===== config.mk =====
export PLATFORM = sky130hd
export DESIGN_NAME = vram_arbiter
export DESIGN_NICKNAME = d
export VERILOG_FILES = /design/src/rtl/vram_arbiter.sv
export SDC_FILE = /design/constraint.sdc
export NUM_CORES = 1
export LEC_CHECK = 0
export CAP_MARGIN = 10
export CORE_MARGIN = 2
export CORE_UTILIZATION = 41
export CTS_BUF_LIST = sky130_fd_sc_hd__clkbuf_8 sky130_fd_sc_hd__clkbuf_16
export DETAILED_ROUTE_END_ITERATION = 10
export GPL_TIMING_DRIVEN = 0
export PLACE_DENSITY = 0.9
export RECOVER_POWER = 100
export SETUP_SLACK_MARGIN = 0.4
export SKIP_CTS_REPAIR_TIMING = 1
export SLEW_MARGIN = 10
export SYNTH_ARGS = -nofsm -noshare
export SYNTH_HDL_FRONTEND = slang
export SYNTH_SLANG_ARGS = --single-unit

===== constraint.sdc =====
create_clock -name clk -period 1.7 [get_ports clk]
set_input_delay 0.34 -clock clk [delete_from_list [all_inputs] [get_ports clk]]
set_output_delay 0.34 -clock clk [all_outputs]
set_load 0.01 [all_outputs]

===== src/rtl/vram_arbiter.sv =====
// vram_arbiter
//   Shares the single port of the synchronous video/system RAM between the
//   VGA glyph fetcher (read-only, fixed 3-cycle latency, highest priority)
//   and the CPU (read/write, req/ack handshake, one access outstanding).
//
//   Optional build macro: VRAM_ARB_STARVE_GUARD_EN
//     defined   - a saturating 8-bit counter of denied CPU cycles forces a
//                 CPU slot once it reaches STARVE_LIMIT; the displaced VGA
//                 fetch is reported on vga_miss.
//     undefined - strict VGA priority, vga_miss is always 0.
//
// Ports
//   clk, reset                  clock, asynchronous active-low reset
//   vga_req/vga_addr            VGA fetch request for this cycle
//   vga_data/vga_valid/vga_miss fetched word (3 cycles after request) / drop flag
//   cpu_req/we/addr/wdata       CPU request, held stable until cpu_ack
//   cpu_ack                     request accepted (cycle after grant)
//   cpu_rdata/cpu_rvalid        CPU read data (3 cycles after grant)
//   mem_addr/mem_wdata/mem_we   registered RAM port
//   mem_rdata                   RAM read data, one cycle after mem_addr
module vram_arbiter #(
    parameter int DATA_WIDTH   = 16,
    parameter int ADDR_WIDTH   = 16,
    parameter int STARVE_LIMIT = 8
) (
    input  logic                  clk,
    input  logic                  reset,
    input  logic                  vga_req,
    input  logic [ADDR_WIDTH-1:0] vga_addr,
    output logic [DATA_WIDTH-1:0] vga_data,
    output logic                  vga_valid,
    output logic                  vga_miss,
    input  logic                  cpu_req,
    input  logic                  cpu_we,
    input  logic [ADDR_WIDTH-1:0] cpu_addr,
    input  logic [DATA_WIDTH-1:0] cpu_wdata,
    output logic                  cpu_ack,
    output logic [DATA_WIDTH-1:0] cpu_rdata,
    output logic                  cpu_rvalid,
    output logic [ADDR_WIDTH-1:0] mem_addr,
    output logic [DATA_WIDTH-1:0] mem_wdata,
    output logic                  mem_we,
    input  logic [DATA_WIDTH-1:0] mem_rdata
);

    typedef enum logic [1:0] {C_IDLE, C_ACK, C_RD1, C_RD2} cpu_state_t;
    typedef enum logic [1:0] {TAG_NONE, TAG_VGA, TAG_CPU} tag_t;

    cpu_state_t state, state_nxt;
    tag_t       tag_s1, tag_s2;     // read destination, travels with the address
    logic [1:0] miss_pipe;          // dropped-VGA marker, aligned with the tags
    logic       cpu_idle, force_cpu, vga_grant, cpu_grant, vga_drop;

    assign cpu_idle = (state == C_IDLE);

`ifdef VRAM_ARB_STARVE_GUARD_EN
    localparam logic [7:0] LIMIT = 8'(STARVE_LIMIT);
    logic [7:0] starve_cnt;

    assign force_cpu = cpu_req && cpu_idle && (starve_cnt >= LIMIT);

    always_ff @(posedge clk or negedge reset) begin
        if (!reset)
            starve_cnt <= '0;
        else if (cpu_grant)
            starve_cnt <= '0;
        else if (cpu_req && cpu_idle && starve_cnt != 8'hFF)
            starve_cnt <= starve_cnt + 8'd1;
    end
`else
    assign force_cpu = 1'b0;
`endif

    assign vga_grant = vga_req && !force_cpu;
    assign cpu_grant = cpu_req && cpu_idle && (!vga_req || force_cpu);
    assign vga_drop  = vga_req && force_cpu;

    // cpu_ack is a pure state decode: the FSM sits in C_ACK exactly during N+1.
    assign cpu_ack = (state == C_ACK);

    always_ff @(posedge clk or negedge reset) begin
        if (!reset) state <= C_IDLE;
        else        state <= state_nxt;
    end

    // In C_ACK, mem_we still holds the granted access's direction.
    always_comb begin
        state_nxt = state;
        case (state)
            C_IDLE:  if (cpu_grant) state_nxt = C_ACK;
            C_ACK:   state_nxt = mem_we ? C_IDLE : C_RD1;
            C_RD1:   state_nxt = C_RD2;
            C_RD2:   state_nxt = C_IDLE;
            default: state_nxt = C_IDLE;
        endcase
    end

    // Issue stage: RAM port registers plus the first tag stage (cycle N+1).
    always_ff @(posedge clk or negedge reset) begin
        if (!reset) begin
            mem_addr  <= '0;
            mem_wdata <= '0;
            mem_we    <= 1'b0;
            tag_s1    <= TAG_NONE;
        end else if (vga_grant) begin
            mem_addr  <= vga_addr;
            mem_we    <= 1'b0;
            tag_s1    <= TAG_VGA;
        end else if (cpu_grant) begin
            mem_addr  <= cpu_addr;
            mem_wdata <= cpu_wdata;
            mem_we    <= cpu_we;
            tag_s1    <= cpu_we ? TAG_NONE : TAG_CPU;
        end else begin
            mem_we    <= 1'b0;
            tag_s1    <= TAG_NONE;
        end
    end

    // RAM-data stage (N+2) and output capture (visible during N+3).
    always_ff @(posedge clk or negedge reset) begin
        if (!reset) begin
            tag_s2     <= TAG_NONE;
            miss_pipe  <= '0;
            vga_data   <= '0;
            vga_valid  <= 1'b0;
            vga_miss   <= 1'b0;
            cpu_rdata  <= '0;
            cpu_rvalid <= 1'b0;
        end else begin
            tag_s2     <= tag_s1;
            miss_pipe  <= {miss_pipe[0], vga_drop};
            vga_miss   <= miss_pipe[1];
            vga_valid  <= (tag_s2 == TAG_VGA);
            cpu_rvalid <= (tag_s2 == TAG_CPU);
            if (tag_s2 == TAG_VGA) vga_data  <= mem_rdata;
            if (tag_s2 == TAG_CPU) cpu_rdata <= mem_rdata;
        end
    end

endmodule


### Word-level counts from Yosys, hierarchy flattened

Cells that the tools add are included.

* flip-flop bits (word level): 73
* latch bits: 0
* RAM bits: 0
* bits in read-only memories: 0
* input port bits: 69
* output and inout port bits: 69
* word-level logic and storage cells: 33
* memories: 0

* add/subtract/negate cells: 0
* $mul: 0
* divide/modulo/power cells: 0
* magnitude comparators: 0
* equality and inequality tests: 6
* shift-type cells: 0
* muxes and demuxes: 10
* bitwise logic cells: 1
* reduce and logical (&&, ||, !) cells: 6

Operators with widths (count)
* 16-bit 2-to-1 mux: 2
* 2-bit 2-to-1 mux: 5
* 2-bit one-hot mux with 4 select lines: 1
* 2-bit equality test, second input constant: 3
* 2-bit by 1-bit equality test with 1-bit output, second input constant: 2
* 1-bit logical AND: 2
* 2-bit zero test: 1
* 1-bit 2-to-1 mux: 2
* 2-bit by 1-bit != test with 1-bit output, second input constant: 1
* 2-bit AND reduction: 1
* 2-bit nonzero test: 1
* 1-bit zero test: 1
* 1-bit inverter: 1

### Logic depth before layout (Yosys ltp)

Gate-level depths: netlist of the first run.

* depth after elaboration: 5
* gate-level depth with buffers: 6
* gate-level depth less buffers: 3

### Worst setup path before layout of the first run

Ideal clock, no wire load.

* kind: in2reg
* from: in vga_req
* to: reg mem_wdata[10]
* data arrival time: 1.323 ns
* data required time: 1.575 ns
* setup slack: 0.252 ns
* stages: 5
* path buffers: 3
* cell sequence: buf_6 -> nor4b_4 -> buf_6 -> buf_12 -> mux2_4

* word-level cells in the longest chain between the ends: 3
* elaborated cells between the ends (all ways): 4

Ends and longest elaborated chain
* from (decl): RTL line 28 `input logic vga_req,`
* 1-bit zero test: RTL line 75 `assign cpu_grant = cpu_req && cpu_idle && (!vga_req || force_cpu);`
* 1-bit logical AND: RTL line 75
* 2-bit AND reduction (no line) (*)
* to (signal assigned): RTL line 111 `mem_wdata <= cpu_wdata;`
* to (decl): RTL line 41 `output logic [DATA_WIDTH-1:0] mem_wdata,`

Mark *: on every way between the ends. The rest lies on a longest branch, timed or not.
A chain may end at the register's enable or synchronous reset.

### Worst setup path in the final report of the first run

* from: reg state[0]
* to: reg mem_wdata[10]

* word-level cells in the longest chain between the ends: 4

Ends and longest elaborated chain
* from (decl): RTL line 49 `cpu_state_t state, state_nxt;`
* from (signal assigned): RTL line 83 `else state <= state_nxt;`
* 2-bit zero test: RTL line 54 `assign cpu_idle = (state == C_IDLE);`
* 1-bit logical AND (2 in a row): RTL line 75
* 2-bit AND reduction (no line)

Every way passes these cells.

==> results of run 1 <==
[final timing paths]
path	slack (ns)	depth (start not counted)	endpoint	startpoint
setup reg to reg	0.16	4	mem_wdata[10]	state[0]
min in group asynchronous	0.65	2	cpu_rdata[4]	reset
hold / removal	0.31	1	tag_s1[0]	vga_req
setup / recovery	0.16	4	mem_wdata[10]	state[0]
max in group asynchronous	0.35	3	async pin	reset
hold reg to reg	0.35	0	tag_s2[0]	tag_s1[0]
[through the flow]
step	setup slack [ns]	hold WS, ns	setup TNS [ns]
floorplan	0.2774	0.04441	0
global placement	-2.365	0.3358	-158.66
detailed placement	-0.2487	0.3132	-5.239
CTS	-0.1902	-0.05874	-0.1902
global route	0.08351	0.2994	0
finish	0.1562	0.3138	0
[critical path: stages, from the launching register on]
cell and delay [ns]:
dfrtp_1 0.44, nor4b_4 0.31, buf_6 0.18, clkbuf_2 0.19, mux2_4 0.31
[cells by family (layout without fill, tap and decap cells)]
family	Yosys count	count (layout)	synth area share (%)
other	1	1	0.1271
AOI/OAI and AO/OA	1	1	0.5515
and+or+nand+nor	10	10	2.587
DFF	73	73	61.92
buffers and inverters	11	180	3.053
muxes	81	81	31.76
[state kept, by name (all words and copies together) (netlist names), named ones only]
register / flops
mem_addr: 16
mem_wdata: 16
vga_data: 16
cpu_rdata: 16
mem_we: 1
vga_valid: 1
cpu_rvalid: 1
state: 1
tag_s2: 2
tag_s1: 2
[report_power, final]
| group | switching [mW] | internal [mW] |
|---|---|---|
| clock | 0.594 | 0.740 |
| combinational | 0.929 | 1.49 |
| sequential | 0.347 | 2.31 |
[routing by layer]
| layer | up-vias | track usage [%] | wire length (um) |
|---|---|---|---|
| met2 | 86 | 29.72 | 4113 |
| met1 | 1009 | 18.08 | 2694 |
| met4 | 0 | 6.749 | 121 |
| met5 | - | 0 | 0 |
| met3 | 13 | 6.623 | 596 |
| li1 | 943 | - | - |
[placed cells by master (no fill, tap or decap), drive strengths merged, types with 2 or more instances in the layout]
cell	n
buf	18
clkbuf	28
clkdlybuf4s25	61
clkdlybuf4s50	65
dfrtp	73
dlymetal6s2s	2
inv	3
mux2	80
nand2b	2
nor2	3
nor2b	2
[cell type report]
type / instances / area [sq um]
fill: 514 / 2067
sequential: 73 / 1828
timing repair buffer: 154 / 1483
multi-input combinational: 93 / 1065
clock buffer: 11 / 151.4
tap: 96 / 120.1
buffer: 10 / 106.4
clock inverter: 4 / 45.04
inverter: 1 / 3.754
==> impl_metrics.yaml, run 1 <==
run_status:
  status: "completed"
finish:
  postLayoutCoreUtil_pct: 69.91
  final_layout_size_suffix_gt1_share_pct: 28.61
  antenna_cells: 0
  fin_nets: 411
  syn_to_final_growth_pct: 62.77
  fin_area_sq_um: 4802
  fin_cells: 442
synthesis:
  synth_top_area_share_pct: 61.92
  syn-num-nets: 246
  synth_top_area_cell: "dfrtp_1"
  netlist_top_cells_count: "dfrtp_1, mux2_2, mux2_4, buf_2, buf_6"
  ys_warn_count: 0
  synth_top_flop_cell: "dfrtp_1"
  synth_cells: 177
  synthArstFlopShare_pct: 100.0
  netlist_area_sq_um: 2950
  synth_area_leaders: "dfrtp_1, mux2_2, mux2_4"
  synth_edf_count: 0
  yosysUniqueCellTypes: 18
  syn_area_per_cell_sq_um: 16.67
  ys_seq_area_share_pct: 61.92
  ys_seq_elements: 73
power:
  p_leak_nw: 2.055
  p_total_mw: 6.411
  powerDensity_nw_per_um2: 1335
  vdd.ir_drop.worst_mv: 0.8166
timing:
  maxSlewHeadroom_pct: 43.68
  min_period_ns: 1.544
  worst_slew_pin_slew_ns: 0.8447
  rsz0062_at_grt: "true"
  slew_viol_final: 0
  hold_violations: 0
  setup_viol: 0
  fmax_mhz: 647.7
  finalClockSkew_ns: 0.008293
  finalCritPeriodShare_pct: 90.81
placed_design:
  dpl.hpwl_um: 4946
  place_inst: 410
  port_buffers: 136
  gp_congestion: 0.7324
  dpl_cell_area_sq_um: 4461
worst_setup_path:
  end_kind: "register"
  worstPathArrival_ns: 1.77
  crit_fanout: 6
  startpoint_type: "register"
  crit_required_ns: 1.92
  criticalPathCategory: "reg2reg"
grt:
  grtUsageTotal_pct: 16.87
  grt_pass1_vias: 2071
  grt-ovfl-total: 0
  grt_antenna_before_repair: 0
  grt_pass1_wl_um: 9791
  grt_max_degree: 41
die:
  core.rowCount: 30
  initial_utilization_pct: 42.95
  pin_count: 138
  die-area_sq_um: 7891
  die_y_um: 88.83
  die_width_um: 88.83
  coreArea_sq_um: 6869
routing:
  wl_per_cell_um: 17.03
  drt-pass1-iter-count: 3
  drt-total-wl_um: 7526
  drc: 0
  detail_route.vias_per_cell: 4.640
  vias: 2051
  first_iter_violations: 56
  route.antenna.remaining_nets: 0
clocking:
  cts-root-buf: "clkbuf_8"
  insertion_delay_ns: 0.33
  numCtsBuffers: 9
  clk_pin_slew_worst_paths_ns: 0.07
  cts_tree: "done"
  clock_path_buffers: 2
  cts_max_level: 3
  clock_sinks: 73
run:
  cap_violations: 0
worst_hold_path:
  hp-class: "in2reg"
Note: power is estimated with default switching activity, not from simulation.
==> run 2, diff against run 1 <==
--- a/config.mk
+++ b/config.mk
@@ -5,7 +5,7 @@
 export SDC_FILE = /design/constraint.sdc
 export NUM_CORES = 1
 export LEC_CHECK = 0
-export CAP_MARGIN = 10
+export CAP_MARGIN = 30
 export CORE_MARGIN = 2
 export CORE_UTILIZATION = 41
 export CTS_BUF_LIST = sky130_fd_sc_hd__clkbuf_8 sky130_fd_sc_hd__clkbuf_16
==> results of run 2 <==
The final DEF is identical to that of run 1; final timing and power are the same.
==> run 3, diff against run 2 <==
--- a/config.mk
+++ b/config.mk
@@ -11,6 +11,7 @@
 export CTS_BUF_LIST = sky130_fd_sc_hd__clkbuf_8 sky130_fd_sc_hd__clkbuf_16
 export DETAILED_ROUTE_END_ITERATION = 10
 export GPL_TIMING_DRIVEN = 0
+export HOLD_SLACK_MARGIN = 0.05
 export PLACE_DENSITY = 0.9
 export RECOVER_POWER = 100
 export SETUP_SLACK_MARGIN = 0.4
==> results of run 3 <==
The final DEF is identical to that of run 1; final timing and power are the same.
